**config.mk**
```make
export PLATFORM = sky130hd
export DESIGN_NAME = pmem_loader_flat
export DESIGN_NICKNAME = d
export VERILOG_FILES = /design/src/rtl/pmem_loader_if.sv /design/src/rtl/pmem_loader.sv /design/src/flat_wrapper.sv
export SDC_FILE = /design/constraint.sdc
export NUM_CORES = 1
export LEC_CHECK = 0
export CAP_MARGIN = 25
export CORE_MARGIN = 4
export CORE_UTILIZATION = 40
export CTS_CLUSTER_SIZE = 10
export DETAILED_ROUTE_END_ITERATION = 12
export PLACE_DENSITY = 0.7
export SLEW_MARGIN = 20
export SYNTH_ARGS = -nofsm -noshare
export SYNTH_HDL_FRONTEND = slang
export SYNTH_SLANG_ARGS = --single-unit
```
**constraint.sdc**
```tcl
create_clock -name clk -period 5.9 [get_ports clk]
set_input_delay 1.18 -clock clk [delete_from_list [all_inputs] [get_ports clk]]
set_output_delay 1.18 -clock clk [all_outputs]
set_load 0.005 [all_outputs]
```
**src/rtl/pmem_loader_if.sv**
```systemverilog
// Bundle between the ICSP programming pins, the loader and the program memory write port.
interface pmem_loader_if;
  logic        Prog_en_in;
  logic        Sclk_in;
  logic        Sdata_in;
  logic [10:0] Pmem_addr_out;
  logic [13:0] Pmem_data_out;
  logic        Pmem_we_out;
  logic        Cpu_hold_out;
  logic        Busy_out;

  modport master (
    input  Prog_en_in, Sclk_in, Sdata_in,
    output Pmem_addr_out, Pmem_data_out, Pmem_we_out, Cpu_hold_out, Busy_out
  );

  modport slave (
    output Prog_en_in, Sclk_in, Sdata_in,
    input  Pmem_addr_out, Pmem_data_out, Pmem_we_out, Cpu_hold_out, Busy_out
  );
endinterface

```
**src/rtl/pmem_loader.sv**
```systemverilog
// ICSP-style serial loader: decodes 6-bit commands and 16-bit data frames, then
// writes 14-bit words into program memory while holding the core off the bus.
module pmem_loader #(
  parameter int PROG_CYCLES = 8,
  parameter int SYNC_STAGES = 2
) (
  input  logic clk,
  input  logic rst_n,
  pmem_loader_if.master bus
);

  localparam logic [2:0] IDLE = 3'd0;
  localparam logic [2:0] CMD  = 3'd1;
  localparam logic [2:0] DATA = 3'd2;
  localparam logic [2:0] PROG = 3'd3;
  localparam logic [2:0] WAIT = 3'd4;

  localparam logic [5:0] C_LOAD_DATA  = 6'h02;
  localparam logic [5:0] C_INC_ADDR   = 6'h06;
  localparam logic [5:0] C_RESET_ADDR = 6'h16;
  localparam logic [5:0] C_BEGIN_PROG = 6'h08;

  logic [SYNC_STAGES-1:0] r_sclk_sync;
  logic [SYNC_STAGES-1:0] r_sdata_sync;
  logic [SYNC_STAGES-1:0] r_pen_sync;
  logic                   r_sclk_prev;

  logic [2:0]  r_state;
  logic [4:0]  r_bit_cnt;
  logic [7:0]  r_wait;
  logic [13:0] r_shift;
  logic [10:0] r_addr;
  logic [13:0] r_data;
  logic        r_we;
  logic        r_busy;

  logic       w_sclk_s;
  logic       w_sdata_s;
  logic       w_pen_s;
  logic       w_sclk_rise;
  logic [5:0] w_cmd;

  assign w_sclk_s    = r_sclk_sync[SYNC_STAGES-1];
  assign w_sdata_s   = r_sdata_sync[SYNC_STAGES-1];
  assign w_pen_s     = r_pen_sync[SYNC_STAGES-1];
  assign w_sclk_rise = w_sclk_s & ~r_sclk_prev;
  // Oldest bit sits lowest, so the five earlier bits plus the live one form the LSB-first code.
  assign w_cmd       = {w_sdata_s, r_shift[13:9]};

  assign bus.Pmem_addr_out = r_addr;
  assign bus.Pmem_data_out = r_data;
  assign bus.Pmem_we_out   = r_we;
  assign bus.Busy_out      = r_busy;
  assign bus.Cpu_hold_out  = w_pen_s;

  always_ff @(posedge clk or negedge rst_n) begin
    if (!rst_n) begin
      r_sclk_sync  <= '0;
      r_sdata_sync <= '0;
      r_pen_sync   <= '0;
      r_sclk_prev  <= 1'b0;
    end else begin
      r_sclk_sync  <= {r_sclk_sync[SYNC_STAGES-2:0], bus.Sclk_in};
      r_sdata_sync <= {r_sdata_sync[SYNC_STAGES-2:0], bus.Sdata_in};
      r_pen_sync   <= {r_pen_sync[SYNC_STAGES-2:0], bus.Prog_en_in};
      r_sclk_prev  <= w_sclk_s;
    end
  end

  always_ff @(posedge clk or negedge rst_n) begin
    if (!rst_n) begin
      r_state   <= IDLE;
      r_bit_cnt <= 5'd0;
      r_wait    <= 8'd0;
      r_shift   <= 14'd0;
      r_addr    <= 11'd0;
      r_data    <= 14'd0;
      r_we      <= 1'b0;
      r_busy    <= 1'b0;
    end else if (!w_pen_s) begin
      r_state   <= IDLE;
      r_bit_cnt <= 5'd0;
      r_addr    <= 11'd0;
      r_we      <= 1'b0;
      r_busy    <= 1'b0;
    end else begin
      case (r_state)
        IDLE: begin
          r_state   <= CMD;
          r_bit_cnt <= 5'd0;
          r_addr    <= 11'd0;
        end
        CMD: begin
          if (w_sclk_rise) begin
            r_shift <= {w_sdata_s, r_shift[13:1]};
            if (r_bit_cnt == 5'd5) begin
              r_bit_cnt <= 5'd0;
              case (w_cmd)
                C_LOAD_DATA:  r_state <= DATA;
                C_INC_ADDR:   r_addr  <= r_addr + 11'd1;
                C_RESET_ADDR: r_addr  <= 11'd0;
                C_BEGIN_PROG: begin
                  r_state <= PROG;
                  r_we    <= 1'b1;
                end
                default: r_state <= CMD;
              endcase
            end else begin
              r_bit_cnt <= r_bit_cnt + 5'd1;
            end
          end
        end
        DATA: begin
          if (w_sclk_rise) begin
            r_shift <= {w_sdata_s, r_shift[13:1]};
            if (r_bit_cnt == 5'd15) begin
              // Live bit is the stop bit; the register holds data bits 1..14.
              r_data    <= r_shift;
              r_bit_cnt <= 5'd0;
              r_state   <= CMD;
            end else begin
              r_bit_cnt <= r_bit_cnt + 5'd1;
            end
          end
        end
        PROG: begin
          r_we    <= 1'b0;
          r_busy  <= 1'b1;
          r_wait  <= 8'(PROG_CYCLES - 1);
          r_state <= WAIT;
        end
        WAIT: begin
          if (r_wait == 8'd0) begin
            r_busy  <= 1'b0;
            r_state <= CMD;
          end else begin
            r_wait <= r_wait - 8'd1;
          end
        end
        default: begin
          r_state <= IDLE;
          r_we    <= 1'b0;
          r_busy  <= 1'b0;
        end
      endcase
    end
  end

endmodule

```
**src/flat_wrapper.sv**
```systemverilog
// flat-port wrapper written by rule: the top's interface ports become plain ports
module pmem_loader_flat 
#(
  parameter int PROG_CYCLES = 8,
  parameter int SYNC_STAGES = 2
)
  (clk, rst_n, bus_Prog_en_in, bus_Sclk_in, bus_Sdata_in, bus_Pmem_addr_out, bus_Pmem_data_out, bus_Pmem_we_out, bus_Cpu_hold_out, bus_Busy_out);
  pmem_loader_if bus_i ();
  input  logic clk;
  input  logic rst_n;
  input wire logic [$bits(bus_i.Prog_en_in)-1:0] bus_Prog_en_in;
  input wire logic [$bits(bus_i.Sclk_in)-1:0] bus_Sclk_in;
  input wire logic [$bits(bus_i.Sdata_in)-1:0] bus_Sdata_in;
  output wire logic [$bits(bus_i.Pmem_addr_out)-1:0] bus_Pmem_addr_out;
  output wire logic [$bits(bus_i.Pmem_data_out)-1:0] bus_Pmem_data_out;
  output wire logic [$bits(bus_i.Pmem_we_out)-1:0] bus_Pmem_we_out;
  output wire logic [$bits(bus_i.Cpu_hold_out)-1:0] bus_Cpu_hold_out;
  output wire logic [$bits(bus_i.Busy_out)-1:0] bus_Busy_out;
  assign bus_i.Prog_en_in = bus_Prog_en_in;
  assign bus_i.Sclk_in = bus_Sclk_in;
  assign bus_i.Sdata_in = bus_Sdata_in;
  assign bus_Pmem_addr_out = bus_i.Pmem_addr_out;
  assign bus_Pmem_data_out = bus_i.Pmem_data_out;
  assign bus_Pmem_we_out = bus_i.Pmem_we_out;
  assign bus_Cpu_hold_out = bus_i.Cpu_hold_out;
  assign bus_Busy_out = bus_i.Busy_out;
  pmem_loader #(.PROG_CYCLES(PROG_CYCLES), .SYNC_STAGES(SYNC_STAGES)) u_core (.clk(clk), .rst_n(rst_n), .bus(bus_i));
endmodule
```
==> key figures <==
Status
  • Status: complete, no violations

Clock tree
  • Clk pin slew, worst setup/hold paths: 0.07 ns
  • PostCTS Resize Cnt: 0
  • Clock buffer depth: 2
  • Root Buffer: clkbuf_8
  • CTS Buf Count: 9
  • CTS sink cnt: 64
  • CTS tree: yes
  • H-tree Lvls: 3
  • Setup Buffers After CTS: 0
  • Hold buffers post-CTS: 0
  • Worst skew pair latency: 0.34 ns

Timing
  • Clk_skew: 0.009596 ns
  • Setup-failing EPs final: 0
  • Max frequency: 0.3571 GHz
  • Relative slew margins: 48.27%
  • Worst-margin pin slew: 0.7760 ns
  • Period utilisation layout: 47.47%
  • Fin Setup TNS: 0 ns
  • Final Hold Viols: 0
  • Count of pins over their slew limit: 0
  • Unrepaired setup endpoints after global routing: no
  • Minimum clock period: 2.801 ns

Worst setup path
  • Worst path buffer plus inverter count: 1
  • Largest stage delay on the critical path: 0.58 ns
  • CP Max Fanout: 15
  • CP arrival: 3.06 ns
  • Setup CP Type: reg2reg
  • Worst EP required: 6.16 ns
  • Top delay family on crit path: simple AND/OR/NAND/NOR gates
  • Startpoint Class: flop
  • Crit path capture type: flop
  • Slowest cell on the critical path: or4bb_1
  • Critical path cell sequence: inv_1 > ha_1 > or4bb_1 > or4_4 > a21bo_1 > or4_1 > a21oi_1

Finish
  • Final Non-Filler Cells: 400
  • Inserted Diodes: 0
  • Syn-to-layout area delta: 22.03%
  • Fill cell count: 599
  • Share of layout cells above drive strength 1: 15.79%
  • Fin nets: 311

Routing
  • Routed vias/inst: 5.263
  • WL/cell: 13.58 um
  • Detailed Route WL: 5432 um
  • Final ANT Viol Nets: 0
  • Drt drc: 0
  • Detailed-route via count: 2105
  • 1st-iter DRT viols: 166
  • Drt first pass iters: 4

Yosys
  • Synthesis Warnings: 0
  • Synth cell types: 43
  • Seq cells post-synth: 64
  • Syn Area/Cell: 11.10 um2
  • Post-synth EDFFs: 0
  • Synth Flop Type: dfrtp_1
  • Syn Inst Count: 263
  • Sequential element share of the synthesized area: 54.86%
  • FFs w/ async S/R, synth: 100.0%
  • Net count after synthesis: 275
  • Cell Area, Synth: 2919 um2

Placed design
  • PortBufs: 32
  • Dpl cells: 384
  • Placer Congestion: 0.7949
  • Post-DP HPWL: 3581 um

Floorplanning
  • Core area: 6944 um2
  • Die area: 8728 um2
  • Cell Rows: 30
  • Boundary Pins: 33
  • DIE WIDTH: 93.43 um
  • Initial Util: 42.04%
  • Die height: 93.43 um

Global routing
  • Number of global-route vias before repair: 2040
  • GRT Total Usage: 13.64%
  • Initial antenna violation count: 0
  • GRT overflow: 0
  • Maximum number of pins on one net before global-route repair: 65
  • First-pass GRT wire length: 9508 um

Power and ir drop
  • Worst vdd rail ir drop: 0.1978 mV
  • Pleak: 1.587 nW
  • Power per standard cell area: 307.7 nW/um2
  • Overall Power: 0.001096 W

Hold path
  • Hold WC Path Type: reg2reg

Job
  • Maximum capacitance violations: 0
-- cells in the mapped netlist (2+ instances only) --
cell type,number,area share (%)
ha_1,7,3.0
nor2b_1,5,1.1
inv_1,10,1.3
o21ai_0,12,2.1
mux2i_1,2,0.69
or4_1,4,1.0
a21oi_1,14,2.4
xor2_1,5,1.5
dfrtp_1,64,55
nand3_1,10,1.7
and3_1,4,0.86
o31ai_1,6,1.5
nand2b_1,4,0.86
o21a_1,3,0.77
o211ai_1,2,0.51
clkbuf_1,8,1.0
nor4b_1,2,0.60
nand3b_1,3,0.77
nand4_1,4,0.86
nand2_1,15,1.9
xnor2_1,3,0.90
nor4_1,2,0.43
a31oi_1,5,1.1
mux2_2,26,10
nor2_1,23,3.0
or3_1,3,0.64
-- kinds of logic after synthesis --
logic type / Yosys count / share of synthesized area [%]
fa+ha+maj: 8 / 3.343
mux: 28 / 10.72
xor+xnor: 8 / 2.400
buf+inv: 19 / 2.486
compound gates: 49 / 10.20
simple gates: 87 / 15.99
flops: 64 / 54.87
-- path summary, 6_finish.rpt --
path	from	to	slack, ns	depth (start not counted)
setup / recovery	u_core.r_bit_cnt[1]$_DFFE_PN0P_	u_core.bus.Pmem_addr_out[6]$_DFFE_PN0P_	3.10	7
hold / removal	u_core.r_sclk_sync[0]$_DFF_PN0_	u_core.r_sclk_sync[1]$_DFF_PN0_	0.35	0
setup reg to reg	u_core.r_bit_cnt[1]$_DFFE_PN0P_	u_core.bus.Pmem_addr_out[6]$_DFFE_PN0P_	3.10	7
hold reg to reg	u_core.r_sclk_sync[0]$_DFF_PN0_	u_core.r_sclk_sync[1]$_DFF_PN0_	0.35	0
max in group asynchronous	rst_n	u_core.bus.Pmem_addr_out[8]$_DFFE_PN0P_	4.39	2
min in group asynchronous	rst_n	u_core.r_wait[5]$_DFFE_PN0P_	0.98	2
-- layout make-up --
class / count / area (um2) / share of cell area (%)
clock buffers: 9 / 123.9 / 3.477
multi-input cells: 180 / 1245 / 34.95
repair buffers: 34 / 330.3 / 9.273
inverters: 10 / 37.54 / 1.054
well taps: 96 / 120.1 / 3.372
clock inverters: 7 / 103.9 / 2.915
flip-flops and latches: 64 / 1602 / 44.96
-- metal layers --
| metal | routed length, um | GRT usage, % | up-vias |
|---|---|---|---|
| met5 | 0 | 0 | - |
| met4 | 51 | 5.495 | 0 |
| met3 | 345 | 5.310 | 6 |
| met2 | 2420 | 19.83 | 48 |
| met1 | 2615 | 18.17 | 1031 |
| li1 | - | - | 1020 |
-- stage by stage --
step	setup slack (ns)	utilization, %	hold slack [ns]	cell area [um2]
after floorplan	3.407	-	0.3312	2919
after global placement	3.193	48.02	0.3327	3334
after detailed placement	3.136	48.02	0.3358	3334
after CTS	3.115	51.30	0.3535	3562
after global routing	2.932	51.30	0.3626	3562
final	3.099	51.30	0.3503	3562
-- placed cells by master (no fill, tap or decap), types with 5 or more instances in the layout --
cell type        synthesis  final
nor2_1                  23     23
a21oi_1                 14     14
inv_1                   10     10
nand3_1                 10     10
o31ai_1                  6      6
xor2_1                   5      5
ha_1                     7      7
clkdlybuf4s50_1          0     31
mux2_2                  26     26
nor2b_1                  5      5
nand2_1                 15     15
dfrtp_1                 64     64
o21ai_0                 12     12
clkbuf_8                 0      9
a31oi_1                  5      5
-- sequential cells by signal (all words and copies together), names as in the netlist --
| register | flops |
|---|---|
| u_core.r_pen_sync | 2 |
| u_core.r_wait | 8 |
| u_core.r_sclk_sync | 2 |
| u_core.bus.Pmem_data_out | 14 |
| u_core.r_sclk_prev | 1 |
| u_core.bus.Busy_out | 1 |
| u_core.bus.Pmem_we_out | 1 |
| u_core.r_shift | 14 |
| u_core.bus.Pmem_addr_out | 11 |
| u_core.r_bit_cnt | 5 |
| u_core.r_state | 3 |
| u_core.r_sdata_sync | 2 |
-- power by group --
part | internal, W | switching [W]
Clock | 0.000242 | 0.000183
Sequential | 0.000480 | 0.0000515
Combinational | 0.0000646 | 0.0000746
Note: power is estimated with default switching activity, not from simulation.
